==> config.mk <==
export PLATFORM = sky130hd
export DESIGN_NAME = inst_fetch_ctrl
export DESIGN_NICKNAME = d
export VERILOG_FILES = /design/src/rtl/cpu_defs.sv /design/src/rtl/fetch_out_stage.sv /design/src/rtl/inst_fetch_ctrl.sv
export SDC_FILE = /design/constraint.sdc
export NUM_CORES = 1
export LEC_CHECK = 0
export CAP_MARGIN = 20
export CORE_MARGIN = 2
export CORE_UTILIZATION = 43
export DETAILED_ROUTE_END_ITERATION = 10
export HOLD_SLACK_MARGIN = 0.1
export PLACE_DENSITY = 0.76
export SYNTH_ARGS = -nofsm -noshare
export SYNTH_HDL_FRONTEND = slang
export SYNTH_HIERARCHICAL = 1
export SYNTH_SLANG_ARGS = --single-unit
export TNS_END_PERCENT = 100
==> constraint.sdc <==
create_clock -name clk -period 3.3 [get_ports clk]
set_input_delay 0.495 -clock clk [delete_from_list [all_inputs] [get_ports clk]]
set_output_delay 0.495 -clock clk [all_outputs]
set_load 0.02 [all_outputs]
==> src/rtl/cpu_defs.sv <==
// Shared definitions for the instruction-fetch path: state encoding, reset PC
// and instruction width.
package cpu_defs;

  localparam int          INST_W       = 32;
  localparam logic [31:0] RESET_PC_DEF = 32'h0000_0000;

  typedef enum logic [1:0] {
    ST_IDLE  = 2'd0,
    ST_RUN   = 2'd1,
    ST_PAUSE = 2'd2,
    ST_HALT  = 2'd3
  } fetch_state_t;

endpackage

==> src/rtl/fetch_out_stage.sv <==
// One-entry valid/ready output register between fetch and decode.
// Flush beats load; an accepted entry with no refill drops valid.
module fetch_out_stage
  import cpu_defs::*;
(
  input  logic              clk,
  input  logic              resetn,
  input  logic              load,
  input  logic              flush,
  input  logic [INST_W-1:0] in_inst,
  input  logic [31:0]       in_pc,
  input  logic              out_ready,
  output logic              out_valid,
  output logic [INST_W-1:0] out_inst,
  output logic [31:0]       out_pc
);

  logic              valid_reg;
  logic [INST_W-1:0] inst_reg;
  logic [31:0]       pc_reg;

  always_ff @(posedge clk or negedge resetn) begin
    if (!resetn) begin
      valid_reg <= 1'b0;
      inst_reg  <= '0;
      pc_reg    <= '0;
    end else if (flush) begin
      valid_reg <= 1'b0;
    end else if (load) begin
      valid_reg <= 1'b1;
      inst_reg  <= in_inst;
      pc_reg    <= in_pc;
    end else if (valid_reg && out_ready) begin
      valid_reg <= 1'b0;
    end
  end

  assign out_valid = valid_reg;
  assign out_inst  = inst_reg;
  assign out_pc    = pc_reg;

endmodule

==> src/rtl/inst_fetch_ctrl.sv <==
// Fetch controller for an asynchronous instruction ROM: owns the PC, sequences
// IDLE/RUN/PAUSE/HALT, applies redirects and counts accepted instructions.
module inst_fetch_ctrl
  import cpu_defs::*;
#(
  parameter int          ADDR_W   = 5,
  parameter logic [31:0] RESET_PC = RESET_PC_DEF,
  parameter int          CNT_W    = 16
) (
  input  logic              clk,
  input  logic              resetn,
  input  logic              run_en,
  output logic [ADDR_W-1:0] rom_addr,
  input  logic [INST_W-1:0] rom_inst,
  input  logic              redirect_valid,
  input  logic [31:0]       redirect_target,
  output logic              out_valid,
  input  logic              out_ready,
  output logic [INST_W-1:0] out_inst,
  output logic [31:0]       out_pc,
  output logic [31:0]       fetch_pc,
  output logic              fetch_err,
  output logic [CNT_W-1:0]  fetch_cnt
);

  fetch_state_t     state_reg, state_next;
  logic [31:0]      pc_reg, pc_next;
  logic             err_reg, err_next;
  logic [CNT_W-1:0] cnt_reg;
  logic             load, flush;
  logic             handshake;

  assign handshake = out_valid && out_ready;

  always_ff @(posedge clk or negedge resetn) begin
    if (!resetn) begin
      state_reg <= ST_IDLE;
      pc_reg    <= RESET_PC;
      err_reg   <= 1'b0;
    end else begin
      state_reg <= state_next;
      pc_reg    <= pc_next;
      err_reg   <= err_next;
    end
  end

  always_ff @(posedge clk or negedge resetn) begin
    if (!resetn) begin
      cnt_reg <= '0;
    end else if (handshake && (cnt_reg != {CNT_W{1'b1}})) begin
      cnt_reg <= cnt_reg + 1'b1;
    end
  end

  always_comb begin
    state_next = state_reg;
    pc_next    = pc_reg;
    err_next   = err_reg;
    load       = 1'b0;
    flush      = 1'b0;
    case (state_reg)
      ST_IDLE: begin
        state_next = run_en ? ST_RUN : ST_PAUSE;
      end
      ST_RUN, ST_PAUSE: begin
        if (redirect_valid) begin
          // The target is fetched next cycle; the staged instruction is stale.
          flush = 1'b1;
          if (redirect_target[1:0] != 2'b00) begin
            err_next   = 1'b1;
            state_next = ST_HALT;
          end else begin
            pc_next    = redirect_target;
            state_next = run_en ? ST_RUN : ST_PAUSE;
          end
        end else begin
          if (state_reg == ST_RUN) begin
            load = !out_valid || out_ready;
            if (load) pc_next = pc_reg + 32'd4;
          end
          state_next = run_en ? ST_RUN : ST_PAUSE;
        end
      end
      ST_HALT: begin
        state_next = ST_HALT;
      end
      default: begin
        state_next = ST_HALT;
      end
    endcase
  end

  fetch_out_stage u_out_stage (
    .clk       (clk),
    .resetn    (resetn),
    .load      (load),
    .flush     (flush),
    .in_inst   (rom_inst),
    .in_pc     (pc_reg),
    .out_ready (out_ready),
    .out_valid (out_valid),
    .out_inst  (out_inst),
    .out_pc    (out_pc)
  );

  assign rom_addr  = pc_reg[ADDR_W+1:2];
  assign fetch_pc  = pc_reg;
  assign fetch_err = err_reg;
  assign fetch_cnt = cnt_reg;

endmodule
; Yosys cells after proc, flatten, opt, wreduce, memory -nomap -nowiden
; Cells that the tools add are included.
[op_classes]
addsub = 2
mul = 0
div = 0
n_lt_le_gt_ge = 0
n_eq_ne = 5
shift = 0
muxes = 16
bitwise = 1
n_reduce_logical = 13
[ops]
columns = operator, n
row1 = 32-bit 2-to-1 mux, 4
row2 = "32-bit by 3-bit adder with 32-bit output, second input constant", 1
row3 = "16-bit by 1-bit adder with 16-bit output, second input constant", 1
row4 = "16-bit inequality test, second input constant", 1
row5 = 1-bit 2-to-1 mux, 8
row6 = 2-bit 2-to-1 mux, 3
row7 = 2-bit case mux with 3 select lines, 1
row8 = 2-bit nonzero test, 3
row9 = "2-bit == test, second input constant", 2
row10 = 4-bit AND reduction, 1
row11 = 3-bit AND reduction, 1
row12 = 3-bit nonzero test, 1
row13 = "2-bit by 1-bit == test with 1-bit output, second input constant", 1
row14 = 1-bit logical AND, 2
row15 = 2-bit zero test, 1
row16 = "2-bit inequality test, second input constant", 1
row17 = 2-bit AND reduction, 1
row18 = 2-bit OR reduction, 1
row19 = 1-bit zero test, 1
row20 = 1-bit logical OR, 1
row21 = 1-bit inverter, 1
[word_totals]
regBits = 116
latch_bits = 0
mem_bits_rw = 0
romBits = 0
input_bits = 69
out_inout_bits = 119
elab_cells = 44
n_memories = 0

; Longest topological paths before layout
[depth]
word_depth = 7
ltp_mapped = 10

; By module
; The synthesis kept the hierarchy.
[modules_own_cells]
columns = module, instances, cells_each, area_per_inst_um2
row1 = inst_fetch_ctrl, 1, 328, 2977.9
row2 = fetch_out_stage, 1, 140, 2741.4

; Worst setup path before layout
; No wires, ideal clock.
[synth_timing]
path_kind = flip-flop to flip-flop
start = register state_reg[0]
end = register u_out_stage.inst_reg[0], in the netlist u_out_stage/out_inst[0]
arrival_time_ps = 2023
slack_ps = 1152
stages_incl_launch_ff = 11
path_cell_list = dfrtp_1 inv_1 ha_1 nand3b_4 or2_1 clkbuf_1 inv_1 nor2b_4 buf_12 buf_12 mux2_4
[synth_via]
elab_chain_len = 5
elab_cells_between_ends = 9
[synth_rtl]
columns = element, line
row1 = "start, declared", inst_fetch_ctrl.sv:26  ; fetch_state_t state_reg, state_next;
row2 = "start signal, assigned", inst_fetch_ctrl.sv:41  ; state_reg <= state_next;
row3 = 2-bit by 1-bit == test with 1-bit output, "inst_fetch_ctrl.sv:61, inst_fetch_ctrl.sv:77"
row4 = 1-bit 2-to-1 mux, inst_fetch_ctrl.sv:77  ; if (state_reg == ST_RUN) begin
row5 = 1-bit 2-to-1 mux, inst_fetch_ctrl.sv:66  ; if (redirect_valid) begin
row6 = 1-bit 2-to-1 mux *, inst_fetch_ctrl.sv:61  ; case (state_reg)
row7 = named net load, inst_fetch_ctrl.sv:30  ; logic load, flush;
row8 = 2-bit AND reduction (no line) *, n/a
row9 = "end signal, assigned", fetch_out_stage.sv:31  ; inst_reg <= in_inst;
row10 = "end, declared", fetch_out_stage.sv:19  ; logic [INST_W-1:0] inst_reg;
; Mark *: on every way through the listed nets, which the timed path passes. The rest lies on a longest branch.
; A chain may end at the register's enable or synchronous reset.

; Worst setup path after layout
[layout_timing]
start = register state_reg[0]
end = register u_out_stage.inst_reg[29], in the netlist u_out_stage/out_inst[29]
; The elaborated chain is that of the path after synthesis.

==> summary.md <==
| Metric | Value |
|---|---|
| Yosys Warn Count | `6` |
| N_diodes | `0` |
| Final min period | `2.47 ns` |
| Fin Hold WS | `0.126 ns` |
| Synth Instances | `468` |
| RePlAce Congestion | `0.784` |
| Clk sinks | `116` |
| Status | `complete, no violations` |
| Crit-path slowest cell | `mux2_2` |
| Max Clock Freq | `0.405 GHz` |
| Reg clk slew, reported paths | `0.05 ns` |
| Crit. End Element | `flip-flop` |
| Area Overhead vs Synth | `44.3%` |
| Vias | `4505` |
| Area of the multi-input gates | `2540 µm²` |
| Final WL | `15.0 mm` |
| Reg-to-reg slack, setup | `0.83 ns` |
| Max-Cap Viols | `0` |
| Worst reg2reg path endpoint | `u_out_stage/out_inst[29]$_DFFE_PN0P_` |
| Die ar. | `14200 µm²` |
| CTS Buf Count | `17` |
| Cell accounting for the most synthesized area | `dfrtp_1` |
| Synth top area share | `0.508` |
| # placed instances | `810` |
| Initial Util | `0.435` |
| Distinct cell type count after synthesis | `47` |
| I/O pin count | `188` |
| Critical path launch point | `state_reg[0]$_DFF_PN0_` |
| Most frequent CP cell | `inv_1` |
| Count leader, synth | `dfrtp_1` |
| Vias per cell | `5.36` |
| Drt first-iter violations | `361` |
| Most common library cells after synthesis | `116 x dfrtp_1, 60 x mux2_4, 38 x nand2_1, 30 x a21oi_1` |
| Worst Reg2Reg Path Length in Cells | `8` |
| Leak | `3.57 nW` |
| CTS Root Cell | `clkbuf_16` |
| Number of synthesized flops with an enable pin | `0` |
| GRT Total Usage | `0.214` |
| Cts hold-fix bufs | `0` |
| Placed cell areas | `7650 µm²` |
| First-pass GRT wire length | `23.7 mm` |
| Setup crit end | `u_out_stage/out_inst[29]$_DFFE_PN0P_` |
| Worst VDD drop | `0.000444 V` |
| Finish-stage setup viols | `0` |
| Synth Flop Type | `dfrtp_1` |
| Seq/Total Area, Yosys | `0.508` |
| Layout cell share with drive strength beyond 1 | `0.165` |
| Worst-path cell chain | `inv_1, ha_1, nand3b_4, or2_1, inv_1, nor2b_4, buf_12, mux2_2` |
| Worst Path Buf+Inv | `3` |
| Post CTS Setup Buffer Count | `0` |
| Slew Viols, Final | `0` |
| Worst setup SP type | `flip-flop` |
| Fin Clk Skew | `0.00920 ns` |
| Post-CTS sizing | `0` |
| Critical Path Stages | `8` |
| Design area | `8250 µm²` |
| Slew HR | `0.521` |
| DRC Markers | `0` |
| Worst-path maximum fanout | `52` |
| Critical path type | `reg -> reg` |
| Worst-Margin Slew | `0.719 ns` |
| Synth Register Bits | `116` |
| CP arrival | `2.76 ns` |
| Pre-antenna DRT Iters | `6` |
| Reg area | `2900 µm²` |
| Die Height | `119 µm` |
| Row cnt | `42` |
| Fin crit share | `0.749` |
| Grt ovf | `0` |
| Critical Path Max Stage Delay | `0.39 ns` |
| Critical R2R Launch | `state_reg[0]$_DFF_PN0_` |
| Initial antenna violation count | `0` |
| Detailed Place HPWL | `10.4 mm` |
| Largest net degree at the start of global routing | `62` |
| DRT antenna net count | `0` |
| PwrDens | `958 nW/µm²` |
| Skew-Pair Late Insertion Delay | `0.42 ns` |
| Crit path max-delay family | `buffers and inverters` |
| Asr flop ratio synth | `1.00` |
| RSZ-0062 raised after global routing | `no` |
| Vias in the first global route | `4455` |
| Fillers | `1024` |
| CTS Buffer Depth | `2` |
| CTS tree | `done` |
| Die width | `119 µm` |
| Post-Syn Area | `5720 µm²` |
| Drt wl/cell | `17.8 µm` |
| TNS Setup | `0 ns` |
| Top cells by area, synth | `dfrtp_1 51%, mux2_4 16%, mux2i_1 2.8%, a21oi_1 2.6%, nand2_1 2.5%` |
| Hold crit path type | `in -> async` |
| Core Footprint | `13100 µm²` |
| Final hold vios | `0` |
| # nets final | `727` |
| H-tree levels | `4` |
| Non-filler cells, final | `841` |
| Syn nets | `542` |
| WP data required | `3.59 ns` |
| Port Buffers | `187` |
| Mapped Avg Cell Area | `12.2 µm²` |
## final cells by class
class                      count  area share
clock inverter                 9      0.0155
inverter                       8     0.00364
timing repair buffer         195       0.237
tap                          176      0.0267
sequential                   116       0.352
clock buffer                  22      0.0575
multi-input combinational    315       0.308
## cells in the final DEF (no fill, tap or decap), types with 8 or more instances in the layout
cell type        netlist  layout
clkdlybuf4s50_1        0     186
dfrtp_1              116     116
mux2_4                60      60
nand2_1               38      38
a21oi_1               30      30
nor2_1                18      18
nand3_1               18      18
clkbuf_16              0      17
mux2i_1               16      16
o22ai_1               16      16
nand4_1               14      14
and4_1                10      10
and3_1                 9       9
inv_1                  8       8
xnor2_1                8       8
## worst min-delay path by stage
stage,from,end,slack (ns),cells after the start
global route,resetn,u_out_stage/out_inst[11]$_DFFE_PN0P_,0.19,1
finish,resetn,u_out_stage/out_inst[15]$_DFFE_PN0P_,0.13,1
floorplan,resetn,fetch_cnt[0]$_DFFE_PN0P_,0.20,0
global placement,fetch_err$_DFFE_PN0P_,fetch_err$_DFFE_PN0P_,0.47,1
detailed placement,fetch_err$_DFFE_PN0P_,fetch_err$_DFFE_PN0P_,0.45,1
CTS,resetn,u_out_stage/out_inst[15]$_DFFE_PN0P_,0.15,1
## through the flow
step	util	worst slack, ns	total power, mW
after global routing	0.628	0.710	8.29
after global placement	0.582	0.692	5.94
after CTS	0.628	0.844	7.95
after detailed placement	0.582	0.640	6.04
final	0.628	0.830	7.90
after floorplan	-	1.15	4.53
## where the power goes
| part | internal [mW] | switching, mW | total, mW |
|---|---|---|---|
| registers | 1.97 | 0.592 | 2.56 |
| clock network | 1.24 | 0.630 | 1.87 |
| logic | 1.86 | 1.61 | 3.47 |
| total | 5.07 | 2.83 | 7.90 |
## routing by layer
metal	global-route usage	vias up	routed length (µm)
met5	0	-	0
met4	0.0750	0	220
met3	0.0661	18	1180
met2	0.353	207	7380
met1	0.265	2209	6210
li1	-	2071	-
## worst reg2reg max path, delay by kind of cell (launching register included)
family                   cells  cell delay, ns
flip-flops                   1            0.38
adder cells (fa/ha/maj)      1            0.37
multiplexers                 1            0.45
buffers and inverters        3            0.60
AND/OR/NAND/NOR              3            0.56
## cell families (layout without fill, tap and decap cells)
kind of cell    count (synthesis)  after routing  share of synthesized area
buf+inv                        37            234                     0.0488
simple gates                  140            140                      0.135
xor+xnor                       13             13                     0.0199
fa+ha+maj                       5              5                     0.0109
mux                            83             83                      0.199
compound gates                 74             74                     0.0790
flops                         116            116                      0.508
No activity file was read; power rests on OpenSTA's default activity.
==> RTL change, RTL diff (same settings) <==
Change the parameter `ADDR_W` from 5 to 6.
--- a/src/rtl/inst_fetch_ctrl.sv
+++ b/src/rtl/inst_fetch_ctrl.sv
@@ -3,7 +3,7 @@
 module inst_fetch_ctrl
   import cpu_defs::*;
 #(
-  parameter int          ADDR_W   = 5,
+  parameter int          ADDR_W   = 6,
   parameter logic [31:0] RESET_PC = RESET_PC_DEF,
   parameter int          CNT_W    = 16
 ) (
Ports: changed (resized rom_addr); port bits go from 188 to 189. The function was not compared with the original's and may differ.
==> RTL change against the original RTL <==
Final area is 0.50% higher. First-iteration DRC count down 15%. Utilization grew 0.31 points. Die area is 0.13% higher. Via count fell by 1.7%. Fmax down 3.8%. Routed wire length down 0.47%. Critical path depth unchanged. Sequential cell count did not move. Count of clock-buffer cells in the layout increased by 1. Area after synthesis is 0.13% higher. Total power is 0.46% higher. Setup slack worse by 98 ps.
==> RTL change: results (changes against the original RTL) <==
aggregate global-route resource usage=0.215 (+0.00185); DRT iter0 DRCs=307 (-15%); routed wire length=14.9 mm (-0.47%); sequential-to-total area share from yosys stat=0.507 (-0.000665); R2R depth=8 (unchanged); first-pass GRT wire length=24.1 mm (+1.7%); leading post-synthesis cells by cell area=dfrtp_1, mux2_4, mux2i_1; Placed Area=7650 um2 (about the same); crit-path max FO=64 (+23%); Max transition margin=0.561 (+0.0403); nets@finish=731 (+0.55%); Area Overhead vs Synth=44.8%; status=finished, final reports clean; Final GP Congestion=0.791 (+0.87%); synthesized net count=543 (+0.18%); clk buf depth=2 (unchanged); detailed placer's ending HPWL=10.3 mm (-0.70%); Pleak=3.59 nW (+0.39%); Resize count post-CTS=0 (unchanged); Via Count=4428 (-1.7%); Hold Crit Class=register to register; total CTS buffers=17 (unchanged); Inst Count DP=812 (+0.25%); non-filler cells, final=846 (+0.59%); Max IR drop VDD=0.381 mV (-14%); Placement Setup Slack=515 ps (-124 ps); pin count of the biggest net entering global routing=65 (+4.8%); crit path DAT=2850 ps (+90 ps); vias in the first global route=4591 (+3.1%); clk_skew=9.18 ps (-0.0146 ps); Post-Syn Area per Cell=12.2 um2 (about the same); Pre-Repair DR Iteration Count=5 (-1); Port-buffer cells=188 (+0.53%); Fin Hold WS=464 ps (+338 ps); share of layout cells above drive strength 1=0.169 (+0.00324)
RTL change: changes by cell type after synthesis:
cell,before,now
buf_4,5,6
RTL change: area by class of cell:
type / count / area, um2
well taps: 176 / 220
multi-input cells: 315 / 2540
repair buffers: 199 / 1980
inverters: 8 / 30.0
clock inverters: 9 / 125
flip-flops and latches: 116 / 2900
clock buffers: 23 / 488
fillers: 1015 / 4850
RTL change: timing repair:
action,in CTS,in global routing
setup buffers,0,0
hold endpoints to repair,39,0
hold buffers,1,0
RTL change: cells by family (layout without fill, tap and decap cells):
group,count (synthesis),in the layout,share of synthesized area
and+or+nand+nor,140,140,0.134
DFF,116,116,0.507
muxes,83,83,0.199
AOI/OAI and AO/OA,74,74,0.0789
buffers and inverters,38,239,0.0500
xor gates and xnor gates,13,13,0.0199
adders and majority gates,5,5,0.0109
RTL change: worst paths after layout:
| path | from | end | slack (ps) |
|---|---|---|---|
| max in group asynchronous | resetn | u_out_stage/out_pc[24]$_DFFE_PN0P_ | 1860 |
| worst min-delay path | fetch_err$_DFFE_PN0P_ | fetch_err$_DFFE_PN0P_ | 460 |
| worst min register to register | fetch_err$_DFFE_PN0P_ | fetch_err$_DFFE_PN0P_ | 460 |
| min in group asynchronous | resetn | u_out_stage/out_inst[12]$_DFFE_PN0P_ | 640 |
| worst max register to register | state_reg[0]$_DFF_PN0_ | u_out_stage/out_inst[28]$_DFFE_PN0P_ | 730 |
| worst max-delay path | state_reg[0]$_DFF_PN0_ | u_out_stage/out_inst[28]$_DFFE_PN0P_ | 730 |
RTL change: worst max-delay path: cells and delay by family (launching register included):
kind / cells / cell delay [ps]
muxes: 1 / 400
adders and majority gates: 1 / 380
and+or+nand+nor: 3 / 550
DFF: 1 / 370
buffers and inverters: 3 / 620
RTL change: power by group:
part | switching [mW] | total (mW) | internal (mW)
registers | 0.581 | 2.55 | 1.97
clock network | 0.620 | 1.88 | 1.26
logic | 1.62 | 3.50 | 1.88
total | 2.82 | 7.94 | 5.12
RTL change: metal layers:
layer / GRT usage / routed length [um] / vias to the layer above
li1: - / - / 2082
met1: 0.277 / 6640 / 2168
met2: 0.349 / 7170 / 159
met3: 0.0685 / 910 / 19
met4: 0.0625 / 202 / 0
met5: 0 / 0 / -
